`config.mk`:
```
export PLATFORM = sky130hd
export DESIGN_NAME = issue_queue_flat
export DESIGN_NICKNAME = d
export VERILOG_FILES = /design/src/rtl/viola_pkg.sv /design/src/rtl/issue_queue_if.sv /design/src/rtl/iq_ptr_ctrl.sv /design/src/rtl/issue_queue.sv /design/src/flat_wrapper.sv
export SDC_FILE = /design/constraint.sdc
export NUM_CORES = 1
export LEC_CHECK = 0
export BUFFER_PORTS_ARGS = -buffer_cell sky130_fd_sc_hd__buf_2
export CORE_MARGIN = 3
export CORE_UTILIZATION = 40
export CTS_CLUSTER_SIZE = 24
export DETAILED_ROUTE_END_ITERATION = 7
export GPL_TIMING_DRIVEN = 0
export SLEW_MARGIN = 20
export SYNTH_ARGS = -nofsm -noshare
export SYNTH_HDL_FRONTEND = slang
export SYNTH_SLANG_ARGS = --single-unit
```
`constraint.sdc`:
```
create_clock -name clk -period 6.31 [get_ports clk]
set_clock_uncertainty 0.1 [all_clocks]
set_input_delay 0.3155 -clock clk [delete_from_list [all_inputs] [get_ports clk]]
set_output_delay 0.3155 -clock clk [all_outputs]
set_load 0.02 [all_outputs]
```
`src/rtl/viola_pkg.sv`:
```
// Shared issue-queue types and defaults: opcode/register/immediate widths,
// the all-ones NOP encoding and the packed issue-queue entry.
package viola_pkg;
  localparam int IQ_OP_W  = 5;
  localparam int IQ_REG_W = 5;
  localparam int IQ_IMM_W = 32;

  localparam logic [IQ_OP_W-1:0] OP_NOP = '1;

  typedef struct packed {
    logic [IQ_OP_W-1:0]  op;
    logic [IQ_REG_W-1:0] rs1;
    logic [IQ_REG_W-1:0] rs2;
    logic [IQ_REG_W-1:0] rd;
    logic [IQ_IMM_W-1:0] imm;
    logic                has_imm;
  } iq_entry_t;
endpackage

```
`src/rtl/issue_queue_if.sv`:
```
// Enqueue/dispatch handshake bundle for the issue queue.
// master = decode/dispatch side, slave = the queue itself.
interface issue_queue_if
  import viola_pkg::*;
#(
  parameter int OP_W  = IQ_OP_W,
  parameter int REG_W = IQ_REG_W,
  parameter int IMM_W = IQ_IMM_W
);
  logic             enq_valid;
  logic             enq_ready;
  logic [OP_W-1:0]  enq_op;
  logic [REG_W-1:0] enq_rs1, enq_rs2, enq_rd;
  logic [IMM_W-1:0] enq_imm;
  logic             enq_has_imm;

  logic             rs_full;
  logic             rob_full;

  logic             deq_valid;
  logic [OP_W-1:0]  deq_op;
  logic [REG_W-1:0] deq_rs1, deq_rs2, deq_rd;
  logic [IMM_W-1:0] deq_imm;
  logic             deq_has_imm;

  modport master (
    output enq_valid, enq_op, enq_rs1, enq_rs2, enq_rd, enq_imm, enq_has_imm,
    output rs_full, rob_full,
    input  enq_ready,
    input  deq_valid, deq_op, deq_rs1, deq_rs2, deq_rd, deq_imm, deq_has_imm
  );

  modport slave (
    input  enq_valid, enq_op, enq_rs1, enq_rs2, enq_rd, enq_imm, enq_has_imm,
    input  rs_full, rob_full,
    output enq_ready,
    output deq_valid, deq_op, deq_rs1, deq_rs2, deq_rd, deq_imm, deq_has_imm
  );
endinterface

```
`src/rtl/iq_ptr_ctrl.sv`:
```
// Head/tail/occupancy tracking for the issue queue. Full/empty come from
// count only; pointers wrap naturally at log2(DEPTH) bits.
module iq_ptr_ctrl #(
  parameter  int DEPTH = 16,
  localparam int PTR_W = $clog2(DEPTH),
  localparam int CNT_W = PTR_W + 1
) (
  input  logic             clk,
  input  logic             rst,
  input  logic             flush,
  input  logic             push,
  input  logic             pop,
  output logic [PTR_W-1:0] head,
  output logic [PTR_W-1:0] tail,
  output logic [CNT_W-1:0] count
);
  localparam logic [CNT_W-1:0] FULL = CNT_W'(DEPTH);

  logic do_push, do_pop;

  // Guard against overflow/underflow even if the caller misbehaves.
  assign do_push = push && (count != FULL);
  assign do_pop  = pop  && (count != '0);

  // Reset and flush both return to empty; otherwise advance on push/pop.
  always_ff @(posedge clk) begin
    if (!rst || flush) begin
      head  <= '0;
      tail  <= '0;
      count <= '0;
    end else begin
      if (do_push) tail <= tail + 1'b1;
      if (do_pop)  head <= head + 1'b1;
      case ({do_push, do_pop})
        2'b10:   count <= count + 1'b1;
        2'b01:   count <= count - 1'b1;
        default: ;
      endcase
    end
  end
endmodule

```
`src/rtl/issue_queue.sv`:
```
// In-order issue queue, first-word-fall-through head presentation.
// Optional same-cycle bypass into an empty queue: define ISSUE_QUEUE_BYPASS_EN.
module issue_queue
  import viola_pkg::*;
#(
  parameter  int DEPTH     = 16,
  parameter  int OP_W      = IQ_OP_W,
  parameter  int REG_W     = IQ_REG_W,
  parameter  int IMM_W     = IQ_IMM_W,
  parameter  int AF_MARGIN = 1,
  localparam int PTR_W     = $clog2(DEPTH),
  localparam int CNT_W     = PTR_W + 1
) (
  input  logic             clk,
  input  logic             rst,
  input  logic             flush,
  issue_queue_if.slave     io,
  output logic [CNT_W-1:0] count,
  output logic             iq_full
);
  typedef struct packed {
    logic [OP_W-1:0]  op;
    logic [REG_W-1:0] rs1;
    logic [REG_W-1:0] rs2;
    logic [REG_W-1:0] rd;
    logic [IMM_W-1:0] imm;
    logic             has_imm;
  } entry_t;

  entry_t           mem [DEPTH];
  entry_t           enq_e, deq_e;
  logic [PTR_W-1:0] head, tail;
  logic             have, stall, enq_fire, bypass, push, pop;

  assign have     = (count != '0);
  assign stall    = io.rs_full || io.rob_full;
  // No credit from a same-cycle dequeue: only free space counts.
  assign io.enq_ready = (count < CNT_W'(DEPTH));
  assign enq_fire = io.enq_valid && io.enq_ready;
  assign iq_full  = (count >= CNT_W'(DEPTH - AF_MARGIN));

`ifdef ISSUE_QUEUE_BYPASS_EN
  // Empty queue and a free dispatch slot: forward the incoming entry directly.
  assign bypass = !have && enq_fire && !stall && !flush && rst;
`else
  assign bypass = 1'b0;
`endif

  // A bypassed entry dispatches immediately and is never written to storage.
  assign push = enq_fire && !bypass;
  assign pop  = have && !stall;

  // Nothing dispatches in a reset or flush cycle; both discard the queue.
  assign io.deq_valid = rst && !flush && (have || bypass);

  assign enq_e = '{op: io.enq_op, rs1: io.enq_rs1, rs2: io.enq_rs2, rd: io.enq_rd,
                   imm: io.enq_imm, has_imm: io.enq_has_imm};

  iq_ptr_ctrl #(.DEPTH(DEPTH)) u_ptr (
    .clk   (clk),
    .rst   (rst),
    .flush (flush),
    .push  (push),
    .pop   (pop),
    .head  (head),
    .tail  (tail),
    .count (count)
  );

  // Entry storage; contents are left as-is on reset/flush, pointers make them dead.
  always_ff @(posedge clk) begin
    if (rst && !flush && push) mem[tail] <= enq_e;
  end

  // Payload mux: bypass, stored head, or NOP with zeroed fields when idle.
  always_comb begin
    deq_e    = '0;
    deq_e.op = '1;
    if (bypass)            deq_e = enq_e;
    else if (io.deq_valid) deq_e = mem[head];
  end

  assign io.deq_op      = deq_e.op;
  assign io.deq_rs1     = deq_e.rs1;
  assign io.deq_rs2     = deq_e.rs2;
  assign io.deq_rd      = deq_e.rd;
  assign io.deq_imm     = deq_e.imm;
  assign io.deq_has_imm = deq_e.has_imm;
endmodule

```
`src/flat_wrapper.sv`:
```
// flat-port wrapper written by rule: the top's interface ports become plain ports
module issue_queue_flat import viola_pkg::*;
#(
  parameter  int DEPTH     = 16,
  parameter  int OP_W      = IQ_OP_W,
  parameter  int REG_W     = IQ_REG_W,
  parameter  int IMM_W     = IQ_IMM_W,
  parameter  int AF_MARGIN = 1,
  localparam int PTR_W     = $clog2(DEPTH),
  localparam int CNT_W     = PTR_W + 1
)
  (clk, rst, flush, count, iq_full, io_enq_valid, io_enq_op, io_enq_rs1, io_enq_rs2, io_enq_rd, io_enq_imm, io_enq_has_imm, io_rs_full, io_rob_full, io_enq_ready, io_deq_valid, io_deq_op, io_deq_rs1, io_deq_rs2, io_deq_rd, io_deq_imm, io_deq_has_imm);
  issue_queue_if #(.OP_W(OP_W), .REG_W(REG_W), .IMM_W(IMM_W)) io_i ();
  input  logic clk;
  input  logic rst;
  input  logic flush;
  output logic [CNT_W-1:0] count;
  output logic iq_full;
  input wire logic [$bits(io_i.enq_valid)-1:0] io_enq_valid;
  input wire logic [$bits(io_i.enq_op)-1:0] io_enq_op;
  input wire logic [$bits(io_i.enq_rs1)-1:0] io_enq_rs1;
  input wire logic [$bits(io_i.enq_rs2)-1:0] io_enq_rs2;
  input wire logic [$bits(io_i.enq_rd)-1:0] io_enq_rd;
  input wire logic [$bits(io_i.enq_imm)-1:0] io_enq_imm;
  input wire logic [$bits(io_i.enq_has_imm)-1:0] io_enq_has_imm;
  input wire logic [$bits(io_i.rs_full)-1:0] io_rs_full;
  input wire logic [$bits(io_i.rob_full)-1:0] io_rob_full;
  output wire logic [$bits(io_i.enq_ready)-1:0] io_enq_ready;
  output wire logic [$bits(io_i.deq_valid)-1:0] io_deq_valid;
  output wire logic [$bits(io_i.deq_op)-1:0] io_deq_op;
  output wire logic [$bits(io_i.deq_rs1)-1:0] io_deq_rs1;
  output wire logic [$bits(io_i.deq_rs2)-1:0] io_deq_rs2;
  output wire logic [$bits(io_i.deq_rd)-1:0] io_deq_rd;
  output wire logic [$bits(io_i.deq_imm)-1:0] io_deq_imm;
  output wire logic [$bits(io_i.deq_has_imm)-1:0] io_deq_has_imm;
  assign io_i.enq_valid = io_enq_valid;
  assign io_i.enq_op = io_enq_op;
  assign io_i.enq_rs1 = io_enq_rs1;
  assign io_i.enq_rs2 = io_enq_rs2;
  assign io_i.enq_rd = io_enq_rd;
  assign io_i.enq_imm = io_enq_imm;
  assign io_i.enq_has_imm = io_enq_has_imm;
  assign io_i.rs_full = io_rs_full;
  assign io_i.rob_full = io_rob_full;
  assign io_enq_ready = io_i.enq_ready;
  assign io_deq_valid = io_i.deq_valid;
  assign io_deq_op = io_i.deq_op;
  assign io_deq_rs1 = io_i.deq_rs1;
  assign io_deq_rs2 = io_i.deq_rs2;
  assign io_deq_rd = io_i.deq_rd;
  assign io_deq_imm = io_i.deq_imm;
  assign io_deq_has_imm = io_i.deq_has_imm;
  issue_queue #(.DEPTH(DEPTH), .OP_W(OP_W), .REG_W(REG_W), .IMM_W(IMM_W), .AF_MARGIN(AF_MARGIN)) u_core (.clk(clk), .rst(rst), .flush(flush), .io(io_i), .count(count), .iq_full(iq_full));
endmodule
```
==> results.md <==
- Period utilization: 69.87%
- Critical Path End Type: output pin
- Worst Tran Pin Value: 1.161 ns
- Worst EP required: 5.89 ns
- TritonCTS Buffers: 88
- Worst hold stages: 4
- Average size of a mapped cell: 24.13 µm²
- Syn nets: 1,441
- CP Data Arrival Time: 3.99 ns
- Synth unique cells: 40
- Area of the multi-input gates: 0.007049 mm²
- Total grt overflow: 0
- Most frequent cells in the layout: edfxtp_1 (848), mux4_2 (260), buf_2 (132)
- Clk_lat worst skew: 0.62 ns
- RSZ-0062 raised after global routing: false
- Hold Crit Start: rst
- Die area: 0.08643 mm²
- CP Max Fanout: 10
- Seq/Total Area, Yosys: 77.79%
- Reg clk slew, reported paths: 0.06 ns
- Gr busiest metal: met2
- Final WL: 77.80 mm
- H-tree levels: 3
- Most common cell after layout, fill and taps aside: edfxtp_1
- Fin cells: 2,820
- Number of synthesized flops with an enable pin: 848
- Main synth FF type: edfxtp_1
- Via-per-instance ratio: 5.498
- WHS: 0.05025 ns
- RR Startpoint: u_core.u_ptr.count[2]
- Cells after Synth: 1,375
- CTS tree: yes
- Placed cell areas: 0.03640 mm²
- Fin crit period: 4.409 ns
- Routed wire per std cell: 27.59 µm
- # nets final: 1,754
- Pin count of the biggest net entering global routing: 19
- Leak: 12.36 nW
- GR Layer Usage met2: 29.68%
- Via Count: 15,510
- Core Box Area: 0.08133 mm²
- Worst hold-check path type: in2reg
- First drt pass iteration count: 5
- Maximum clock rate: 0.2268 GHz
- Tot GR Track Use: 18.22%
- Synthesis warning total: 0
- P&R area growth vs syn: 19.85%
- FF+latch area: 0.02580 mm²
- Port Buffers: 119
- First-pass GRT wire length: 113.0 mm
- Share of layout cells above drive strength 1: 34.41%
- FF-to-FF End: u_core.u_ptr.count[4]
- Post-CTS Setup Bufs: 0
- Slew Viols, Final: 0
- Antenna violations before repair: 3
- Filler Cell Count: 6,405
- # hold bufs at CTS: 54
- Max_cap viols: 0
- Top-area cell type share of the netlist area: 76.76%
- Slew headroom: 22.63%
- Placed cell count: 2,604
- Finished Cell Area: 0.03976 mm²
- Core Rows: 104
- Fin. Hold Viols: 0
- DP HPWL: 49.60 mm
- Met3 Usage GRT: 2.868%
- P per Cell Area: 293.3 mW/mm²
- Synth area leaders: edfxtp_1 (77%), mux4_2 (18%), dfxtp_1 (1.0%), and2_1 (0.91%), buf_6 (0.61%)
- Setup WS pre-CTS: 2.454 ns
- Vias in the first global route: 16,350
- Fin util: 48.89%
- GP Congestion: 0.7325
- Reg2reg path depth: 12
- Syn Std Cell Area: 0.03317 mm²
- Post-CTS Resized: 0
- Clock Path Buffers: 3
- Worst IR Drop VDD: 0.0001878 V
- Post-DRT Antenna Nets: 0
- DRC errors left: 0
- Initial DRC Count: 1,647
- Initial core utilization: 40.79%
- Grt met1 use: 26.15%
- Num Clock Sinks: 865
- IO Pins: 120
- FFs w/ async S/R, synth: 0%
- FF+latch count, synth: 865
- Yosys top cell by area: edfxtp_1
- Status: completed
- Startpoint class of the critical path: flip-flop
- Die width: 294.0 µm
- Endpoints failing setup: 0
- CTS Root Buffer Type: clkbuf_16
- Reg-to-reg setup timing slack: 3.20 ns
- CP Class: reg2out
- Die Y: 294.0 µm
- PnR worst setup slack: 1.901 ns
- Worst Hold Endpoint: u_core.u_ptr.count[3]
==> cells in the mapped netlist (all sizes together), types with 2 or more instances <==
| master | n |
|---|---|
| edfxtp | 848 |
| mux4 | 260 |
| and2 | 48 |
| buf | 37 |
| clkbuf | 35 |
| nor2 | 34 |
| nand2 | 22 |
| dfxtp | 17 |
| o21ai | 8 |
| ha | 7 |
| mux2i | 7 |
| inv | 6 |
| xor2 | 6 |
| a21oi | 5 |
| mux2 | 5 |
| nand4 | 3 |
| or3 | 3 |
| and3b | 2 |
| nand2b | 2 |
| nor2b | 2 |
| o31ai | 2 |
| xnor2 | 2 |
==> worst max-delay path: stages, from the launching register on <==
cell and delay, ns:
dfxtp_1 0.31, buf_2 0.32, clkbuf_1 0.66, clkbuf_1 0.79, mux4_2 0.43, mux4_2 0.53, and2_1 0.18, buf_2 0.15
==> where the power goes <==
part	leakage [nW]	total, mW	internal, mW	switching (mW)
combinational	3.22	0.254	0.0993	0.154
clock	1.38	5.08	2.99	2.10
sequential	7.77	6.32	6.32	0.00465
total	12.4	11.7	9.41	2.25
==> stage by stage <==
stage | total power, mW | TNS, ns
4_1_cts | 11.77 | 0
6_report | 11.66 | 0
2_1_floorplan | 6.541 | 0
5_1_grt | 12.02 | 0
3_3_place_gp | 6.651 | -615.17
3_5_place_dp | 6.672 | 0
==> kinds of logic (layout without fill, tap and decap cells) <==
family	Yosys count	count (layout)	share of synthesized area (%)
flip-flops	865	865	77.79
multiplexers	272	272	18.03
AND/OR/NAND/NOR	122	122	1.912
buffers and inverters	78	461	1.335
AO/OA/AOI/OAI	23	23	0.4601
XOR/XNOR	8	8	0.2112
adder cells (fa/ha/maj)	7	7	0.2640
other	0	2	0
==> metal layers <==
layer,vias to the layer above,part of all wire (%)
met2,506,49
met1,8407,44
met5,-,0.017
met4,2,1.5
met3,81,5.6
li1,6509,-
==> final cells by class <==
type,count,share of cell area (%)
Antenna cell,2,0.01259
Inverter,6,0.05664
Tap cell,1060,3.336
Multi-Input combinational cell,432,17.73
Clock buffer,115,6.007
Clock inverter,45,1.057
Buffer,72,1.067
Sequential cell,865,64.90
Timing Repair Buffer,223,5.831
==> worst max-delay path by stage <==
| stage | start | end | slack, ns | cells past startpoint |
|---|---|---|---|---|
| 3_5_place_dp | flip-flop | io_deq_imm[10] | 2.45 | 7 |
| 4_1_cts | flip-flop | io_deq_has_imm | 1.77 | 7 |
| 5_1_grt | flip-flop | io_deq_rs1[0] | 1.78 | 7 |
| 6_report | flip-flop | io_deq_imm[10] | 1.90 | 7 |
| 3_3_place_gp | flush | u_core.mem[2][32] | -0.99 | 5 |
| 2_1_floorplan | flush | u_core.mem[0][0] | 2.49 | 4 |
==> flip-flops by register name, indices dropped and copies added, names as in the netlist, named ones only <==
signal	flops
u_core.u_ptr.head	4
u_core.u_ptr.tail	4
u_core.u_ptr.count	5
u_core.mem	848
(Power assumes the default switching activity.)
